<file path="src/rtl/regfile_write_arbiter.sv">
// Register-file write arbiter.
// After reset, the block clears every register by writing zero to each
// address in turn. It then arbitrates writes from two requesters, A and B,
// and alternates between them when both request in the same cycle. The
// outputs to the register file are registered. Ready is combinational.
module regfile_write_arbiter #(
   parameter int DATA_W = 8,
   parameter int ADDR_W = 2
) (
   input  logic              clk,
   input  logic              reset_n,
   input  logic              a_valid,
   input  logic [ADDR_W-1:0] a_addr,
   input  logic [DATA_W-1:0] a_data,
   output logic              a_ready,
   input  logic              b_valid,
   input  logic [ADDR_W-1:0] b_addr,
   input  logic [DATA_W-1:0] b_data,
   output logic              b_ready,
   output logic              wr_en,
   output logic [ADDR_W-1:0] wr_addr,
   output logic [DATA_W-1:0] wr_data,
   output logic              init_done,
   output logic              last_grant
);

   typedef enum logic [0:0] {
      ST_INIT = 1'b0,
      ST_RUN  = 1'b1
   } state_t;

   localparam logic [ADDR_W-1:0] LAST_ADDR = {ADDR_W{1'b1}};
   localparam logic [ADDR_W-1:0] ONE_ADDR  = ADDR_W'(1'b1);
   localparam logic [ADDR_W-1:0] ZERO_ADDR = {ADDR_W{1'b0}};
   localparam logic [DATA_W-1:0] ZERO_DATA = {DATA_W{1'b0}};

   state_t            state_r, state_s;
   logic [ADDR_W-1:0] init_cnt_r, init_cnt_s;
   logic              wr_en_r, wr_en_s;
   logic [ADDR_W-1:0] wr_addr_r, wr_addr_s;
   logic [DATA_W-1:0] wr_data_r, wr_data_s;
   logic              init_done_r, init_done_s;
   logic              last_grant_r, last_grant_s;
   logic              a_ready_s, b_ready_s;

   // Arbitration: during the clear sweep nobody is ready. When both requesters
   // are valid, the grant goes to the requester that was not served last.
   always_comb begin
      a_ready_s = 1'b0;
      b_ready_s = 1'b0;
      case (state_r)
         ST_RUN: begin
            if (a_valid && b_valid) begin
               a_ready_s = last_grant_r;
               b_ready_s = ~last_grant_r;
            end else begin
               a_ready_s = a_valid;
               b_ready_s = b_valid;
            end
         end
         ST_INIT: begin
            a_ready_s = 1'b0;
            b_ready_s = 1'b0;
         end
         default: begin
            a_ready_s = 1'b0;
            b_ready_s = 1'b0;
         end
      endcase
   end

   // Next-state and next-output logic: clear sweep in INIT, forward accepted writes in RUN
   always_comb begin
      state_s      = state_r;
      init_cnt_s   = init_cnt_r;
      wr_en_s      = 1'b0;
      wr_addr_s    = wr_addr_r;
      wr_data_s    = wr_data_r;
      init_done_s  = init_done_r;
      last_grant_s = last_grant_r;
      case (state_r)
         ST_INIT: begin
            wr_en_s    = 1'b1;
            wr_addr_s  = init_cnt_r;
            wr_data_s  = ZERO_DATA;
            init_cnt_s = init_cnt_r + ONE_ADDR;
            if (init_cnt_r == LAST_ADDR) begin
               state_s     = ST_RUN;
               init_done_s = 1'b1;
            end else begin
               state_s     = ST_INIT;
            end
         end
         ST_RUN: begin
            if (a_valid && a_ready_s) begin
               wr_en_s      = 1'b1;
               wr_addr_s    = a_addr;
               wr_data_s    = a_data;
               last_grant_s = 1'b0;
            end else if (b_valid && b_ready_s) begin
               wr_en_s      = 1'b1;
               wr_addr_s    = b_addr;
               wr_data_s    = b_data;
               last_grant_s = 1'b1;
            end else begin
               wr_en_s      = 1'b0;
            end
         end
         default: begin
            state_s     = ST_INIT;
            init_cnt_s  = ZERO_ADDR;
            init_done_s = 1'b0;
         end
      endcase
   end

   // State and output registers. Asserting reset aborts all activity and
   // restarts the sweep from address 0.
   always_ff @(posedge clk or negedge reset_n) begin
      if (!reset_n) begin
         state_r      <= ST_INIT;
         init_cnt_r   <= ZERO_ADDR;
         wr_en_r      <= 1'b0;
         wr_addr_r    <= ZERO_ADDR;
         wr_data_r    <= ZERO_DATA;
         init_done_r  <= 1'b0;
         last_grant_r <= 1'b1;
      end else begin
         state_r      <= state_s;
         init_cnt_r   <= init_cnt_s;
         wr_en_r      <= wr_en_s;
         wr_addr_r    <= wr_addr_s;
         wr_data_r    <= wr_data_s;
         init_done_r  <= init_done_s;
         last_grant_r <= last_grant_s;
      end
   end

   assign a_ready    = a_ready_s;
   assign b_ready    = b_ready_s;
   assign wr_en      = wr_en_r;
   assign wr_addr    = wr_addr_r;
   assign wr_data    = wr_data_r;
   assign init_done  = init_done_r;
   assign last_grant = last_grant_r;

endmodule

</file>
<file path="config.mk">
export PLATFORM = sky130hd
export DESIGN_NAME = regfile_write_arbiter
export DESIGN_NICKNAME = d
export VERILOG_FILES = /design/src/rtl/regfile_write_arbiter.sv
export SDC_FILE = /design/constraint.sdc
export NUM_CORES = 1
export LEC_CHECK = 0
export CORE_AREA = 2 2 52 54
export CTS_CLUSTER_DIAMETER = 80
export CTS_CLUSTER_SIZE = 30
export DETAILED_ROUTE_END_ITERATION = 12
export DIE_AREA = 0 0 54 56
export GPL_ROUTABILITY_DRIVEN = 0
export HOLD_SLACK_MARGIN = 0.15
export PLACE_DENSITY_LB_ADDON = 0.08
export SYNTH_ARGS = -nofsm -noshare
export SYNTH_HDL_FRONTEND = slang
export SYNTH_SLANG_ARGS = --single-unit
</file>
<file path="constraint.sdc">
create_clock -name clk -period 1.3 [get_ports clk]
set_clock_uncertainty 0.1 [all_clocks]
set_input_delay 0.26 -clock clk [delete_from_list [all_inputs] [get_ports clk]]
set_output_delay 0.26 -clock clk [all_outputs]
set_load 0.02 [all_outputs]
</file>
==> flow_summary.yaml, run 1 <==
placement:
  io_buffer_count: 38
  place_area_mm2: 0.00133
  dp_cells: 157
  hpwl_mm: 1.71
yosys:
  synth_area_um2: 851
  yosysTopAreaCell: "dfrtp_1"
  synth.distinct_cells: 28
  ys.flop_type: "dfrtp_1"
  ys_warn_count: 0
  synth_cells: 81
  syn_nets: 106
  ys_seq_elements: 16
  synthArstFlopShare_pct: 100
  avgSynthCellArea_um2: 10.5
  ys_seq_area_share_pct: 47.2
  synth_top_area_share_pct: 44.1
  synth_area_leaders: "dfrtp_1 (44%), o211ai_2 (13%), nand3_1 (11%)"
  synth-edff-count: 0
sta:
  hold_viol_final: 0
  setup_tns_ns: -1.53
  fin_ws_ns: -0.315
  max_freq_ghz: 0.619
  final-setup-viol-count: 13
  relSlewSlack_pct: 76.5
  finalMaxSlewViolations: 0
  grt_setup_unrepaired: "true"
  worst_pin_slew_ns: 0.351
  min_period_ns: 1.62
  timing.final.crit_share_pct: 124
final_layout:
  diodes: 0
  final_util_pct: 57.0
  syn2layout_area_growth_pct: 62.9
  fin_nets: 161
  final_cell_area_mm2: 0.00139
  layout.cells.non_filler: 165
  drive_gt1_share_pct: 43.0
pwr:
  pwr-share-clk_pct: 24.6
  total_power_mw: 1.35
  switching_share_pct: 29.6
  power_frac_comb_pct: 33.1
  p_per_area_mw_per_mm2: 975
  switching_power_mw: 0.400
  p_int_mw: 0.952
  irDropWorstVdd_mv: 0.829
  pwr-share-seq_pct: 42.3
  p_leak_nw: 0.647
die:
  die_area_mm2: 0.00302
  initial_utilization_pct: 35.0
  die_w_um: 54
  core_area_mm2: 0.00243
  ios: 39
  fp.dieH_um: 56
  num_rows: 18
clock_tree:
  clock_path_buffers: 2
  hold_buffers: 0
  clock-root-buffer: "clkbuf_4"
  cts_tree: "built"
  clk_pin_slew_ns: 0.10
  clkLatencyLatePin_ns: 0.29
  cts_max_level: 1
  clock_sinks: 16
  numCtsBuffers: 3
global_route:
  overflow: 0
  antenna_found_initial: 0
  grt_pass1_vias: 815
  grt_use_total_pct: 17.3
  grt_max_degree: 19
  grt_pass1_wl_mm: 3.84
drt:
  num_vias: 834
  wl_mm: 2.43
  wl_met2_mm: 1.26
  dr_wl_met3_um: 134
  dr.pass1.iters: 4
  drt_iter0_markers: 2
  ant_nets: 0
  drc: 0
  met1_length_mm: 1.02
  wire_per_inst_um: 14.7
  top_layer: "met4"
  via_per_inst: 5.05
status:
  violations: "negative setup slack"
  run_status: "finished, violations left"
setup_path:
  start_kind: "flop"
  cp-endpoint: "a_ready"
  arrival_ns: 1.26
  r2r_end: "wr_data[4]$_DFFE_PN0P_"
  rrSetupSlack_ns: -0.09
  endpoint_kind: "primary output"
  worstReg2RegStart: "last_grant$_DFFE_PN1P_"
  cp-startpoint: "last_grant$_DFFE_PN1P_"
  crit_required_ns: 0.94
  cp_max_fo: 4
  crit_type: "reg2out"
  r2r_cells: 4
flow_run:
  max-cap-violations: 0
min_path:
  hold_class: "in2async"
[cells in the final DEF (no fill, tap or decap), types with 2 or more instances in the layout]
cell,netlist,layout
nand3_1,18,18
dfrtp_1,15,15
clkbuf_4,0,3
buf_6,2,5
buf_2,3,12
clkdlybuf4s50_1,0,21
a21oi_1,2,2
inv_1,2,2
dlygate4sd2_1,0,2
nand2_1,10,9
buf_4,1,15
o211ai_2,9,9
[cells by family after synthesis]
| logic type | synth area share (%) |
|---|---|
| DFF | 47.2 |
| AOI/OAI and AO/OA | 18.2 |
| xor gates and xnor gates | 1.03 |
| buffers and inverters | 6.18 |
| and+or+nand+nor | 23.4 |
| muxes | 2.50 |
| adders and majority gates | 1.47 |
[registers in the layout (all words and copies together), names as in the netlist]
register and flops:
wr_data 8, init_cnt_r 2, wr_addr 2, init_done 1
last_grant 1, state_r 1, wr_en 1
[synth_stat cells, drive strengths merged (2+ instances only)]
library cell / number
inv: 2
nand2: 10
or2: 2
a21oi: 2
nand3: 18
o211ai: 9
and2: 2
dfrtp: 15
buf: 6
[layout make-up]
type | instances | area [µm²]
inverter | 2 | 7.51
timing repair buffer | 56 | 472
tap | 30 | 37.5
sequential | 16 | 402
fill | 233 | 1050
multi-input combinational | 57 | 432
clock buffer | 4 | 36.3
[how the worst min path moves through the flow]
stage,from,to,slack (ns),cells after the start
floorplan,reset_n,init_cnt_r[0]$_DFFE_PN0N_,-0.14,0
global placement,init_done$_DFFE_PN0P_,init_done$_DFFE_PN0P_,0.35,1
detailed placement,init_done$_DFFE_PN0P_,init_done$_DFFE_PN0P_,0.35,1
CTS,reset_n,wr_data[3]$_DFFE_PN0P_,0.18,2
global route,reset_n,state_r$_DFF_PN0_,0.19,2
finish,reset_n,wr_data[3]$_DFFE_PN0P_,0.17,2
[per-layer routing]
metal  up-vias  global-route usage (%)
met4         0                    3.21
met5         -                       0
met3         2                    4.84
met1       413                    23.2
met2        25                    27.5
li1        394                       -
[what timing repair did]
item,in CTS,in global routing
endpoints found under the hold margin,0,0
cloned,0,0
resized for setup,68,13
setup buffers,2,3
pin swaps,2,2
endpoints found under the setup margin,25,19
[power groups by stage]
stage | Combinational [mW] | Sequential, mW | Clock, mW
after floorplan | 0.148 | 0.638 | 0
after global placement | 0.431 | 0.580 | 0
after detailed placement | 0.437 | 0.582 | 0
after CTS | 0.433 | 0.574 | 0.340
after global routing | 0.481 | 0.580 | 0.371
final | 0.448 | 0.572 | 0.332
[stage by stage]
step                setup WS, ns  hold WS, ns
floorplan                 -0.184       -0.136
finish                    -0.315        0.172
detailed placement        -0.715        0.349
CTS                       -0.316        0.178
global route              -0.348        0.186
global placement          -0.682        0.345
[critical path, cell delays in order, from the launching register on]
cell	delay (ns)
dfstp_2	0.58
nand2b_4	0.13
and2_4	0.14
buf_6	0.11
No activity file was read; power rests on OpenSTA's default activity.
==> run 2: changes to the inputs <==
--- a/config.mk
+++ b/config.mk
@@ -5,11 +5,11 @@
 export SDC_FILE = /design/constraint.sdc
 export NUM_CORES = 1
 export LEC_CHECK = 0
-export CORE_AREA = 2 2 52 54
+export CORE_AREA = 2 2 50 48
 export CTS_CLUSTER_DIAMETER = 80
 export CTS_CLUSTER_SIZE = 30
 export DETAILED_ROUTE_END_ITERATION = 12
-export DIE_AREA = 0 0 54 56
+export DIE_AREA = 0 0 52 50
 export GPL_ROUTABILITY_DRIVEN = 0
 export HOLD_SLACK_MARGIN = 0.15
 export PLACE_DENSITY_LB_ADDON = 0.08
==> constraint.sdc (replaced) <==
create_clock -name clk -period 2 [get_ports clk]
set_clock_uncertainty 0.1 [all_clocks]
set_input_delay 0.4 -clock clk [delete_from_list [all_inputs] [get_ports clk]]
set_output_delay 0.4 -clock clk [all_outputs]
set_load 0.02 [all_outputs]
==> run 2 against run 1 <==
Net effect: register-to-register slack gained 0.67 ns; routed wire length fell by 14%; utilization grew 6.9 points; flip-flop and latch count unchanged; via count is 3.4% lower; highest routed layer unchanged; the run now ends clean; combinational power fell by 40%; clock power is 45% lower; critical path depth fell by 2; largest cell class unchanged.
==> flow_summary.yaml, run 2 (synthesized netlist as in run 1, its figures left out) <==
sta:
  fin_ws_ns: 0.0486
  worst_pin_slew_ns: 0.375
  relSlewSlack_pct: 74.4
  hold_viol_final: 0
  timing.final.crit_share_pct: 97.6
  grt_setup_unrepaired: "false"
  finalMaxSlewViolations: 0
  final-setup-viol-count: 0
  min_period_ns: 1.95
  setup_tns_ns: 0
  max_freq_ghz: 0.512
die:
  ios: 39
  num_rows: 16
  fp.dieH_um: 50
  initial_utilization_pct: 41.3
  die_area_mm2: 0.00260
  die_w_um: 52
  core_area_mm2: 0.00206
final_layout:
  layout_common_cells: "clkdlybuf4s50_1 (35), nand3_1 (18), dfrtp_1 (15), buf_4 (11), nand2_1 (10)"
  nFillCells: 175
  diodes: 0
  final_util_pct: 63.9
  layout.cells.non_filler: 155
  syn2layout_area_growth_pct: 54.9
  final_common_cell: "clkdlybuf4s50_1"
  drive_gt1_share_pct: 24.2
  largest_register_ffs: 8
  fin_nets: 154
placement:
  io_buffer_count: 38
  hpwl_mm: 1.52
  dp_slack_ns: -0.274
  dp_cells: 151
setup_path:
  crit_chain: "clkdlybuf4s50_1"
  endpoint_kind: "primary output"
  cp_max_fo: 5
  cp_num_buf_inv: 1
  crit_path_top_delay_cell: "clkdlybuf4s50_1"
  start_kind: "flop"
  cp_top_family: "buffers and inverters"
  arrival_ns: 1.45
  worst_path_largest_cell_delay_ns: 0.60
  crit_required_ns: 1.50
  crit_type: "reg2out"
status:
  run_status: "complete, no violations"
clock_tree:
  cts_tree: "built"
  clk_pin_slew_ns: 0.10
  clkLatencyLatePin_ns: 0.28
  hold_buffers: 0
  clock_path_buffers: 2
  clock_sinks: 16
  numCtsBuffers: 3
  cts_max_level: 1
  postCtsSetupBuffers: 0
  clock-root-buffer: "clkbuf_4"
drt:
  wl_mm: 2.09
  ant_nets: 0
  drt_iter0_markers: 10
  wl_met2_um: 996
  via_per_inst: 5.20
  wire_per_inst_um: 13.5
  drc: 0
  num_vias: 806
  dr.pass1.iters: 4
  top_layer: "met4"
  met1_length_um: 967
  dr_wl_met3_um: 114
flow_run:
  max-cap-violations: 0
pwr:
  p_per_area_mw_per_mm2: 624
  total_power_mw: 0.822
  p_int_mw: 0.578
  power_frac_comb_pct: 32.6
  p_leak_nw: 0.589
  pwr-share-clk_pct: 22.1
  switching_power_mw: 0.244
  irDropWorstVdd_mv: 0.408
  pwr-share-seq_pct: 45.3
  switching_share_pct: 29.7
global_route:
  grt_use_total_pct: 17.8
  grt_pass1_vias: 785
  antenna_found_initial: 0
  grt_pass1_wl_mm: 3.50
  grt_max_degree: 18
  overflow: 0
min_path:
  hold_class: "in2async"
[run 2: repair_timing]
| action | 4_1_cts | 5_1_grt |
|---|---|---|
| gates cloned | 0 | 0 |
| endpoints found under the setup margin | 2 | 2 |
| gates resized for setup | 4 | 3 |
| pin swaps | 0 | 0 |
[run 2: path summary, 6_finish.rpt]
check / slack [ns] / cells after the start / startpoint / endpoint
max: 0.05 / 1 / last_grant$_DFFE_PN1P_ / last_grant
min: 0.33 / 2 / reset_n / wr_data[1]$_DFFE_PN0P_
max reg2reg: 0.58 / 4 / state_r$_DFF_PN0_ / wr_addr[0]$_DFFE_PN0P_
min reg2reg: 0.37 / 1 / init_done$_DFFE_PN0P_ / init_done$_DFFE_PN0P_
max in group asynchronous: 1.22 / 2 / reset_n / last_grant$_DFFE_PN1P_
min in group clk: 0.37 / 1 / init_done$_DFFE_PN0P_ / init_done$_DFFE_PN0P_
[run 2: layout make-up]
class	instances	area, µm²	area share, %
flip-flops and latches	16	402	30.5
multi-input cells	57	397	30.1
inverters	2	7.51	0.570
clock buffers	4	26.3	1.99
repair buffers	49	452	34.3
well taps	27	33.8	2.56
[run 2: per-layer routing]
layer	vias to the layer above	GRT usage, %
li1	383	-
met3	2	3.64
met2	24	27.8
met4	0	3.95
met5	-	0
met1	397	25.1
[run 2: power groups by stage]
stage / Sequential [mW] / Combinational [mW] / Clock [mW]
finish: 0.373 / 0.268 / 0.182
detailed placement: 0.379 / 0.274 / 0
global route: 0.376 / 0.288 / 0.200
floorplan: 0.414 / 0.0921 / 0
global placement: 0.378 / 0.272 / 0
CTS: 0.373 / 0.272 / 0.188
[run 2: stage by stage]
step	hold slack [ns]	instance area, µm²
3_5_place_dp	0.352	1300
2_1_floorplan	0.00441	851
4_1_cts	0.333	1330
6_report	0.328	1320
5_1_grt	0.331	1320
3_3_place_gp	0.342	1300
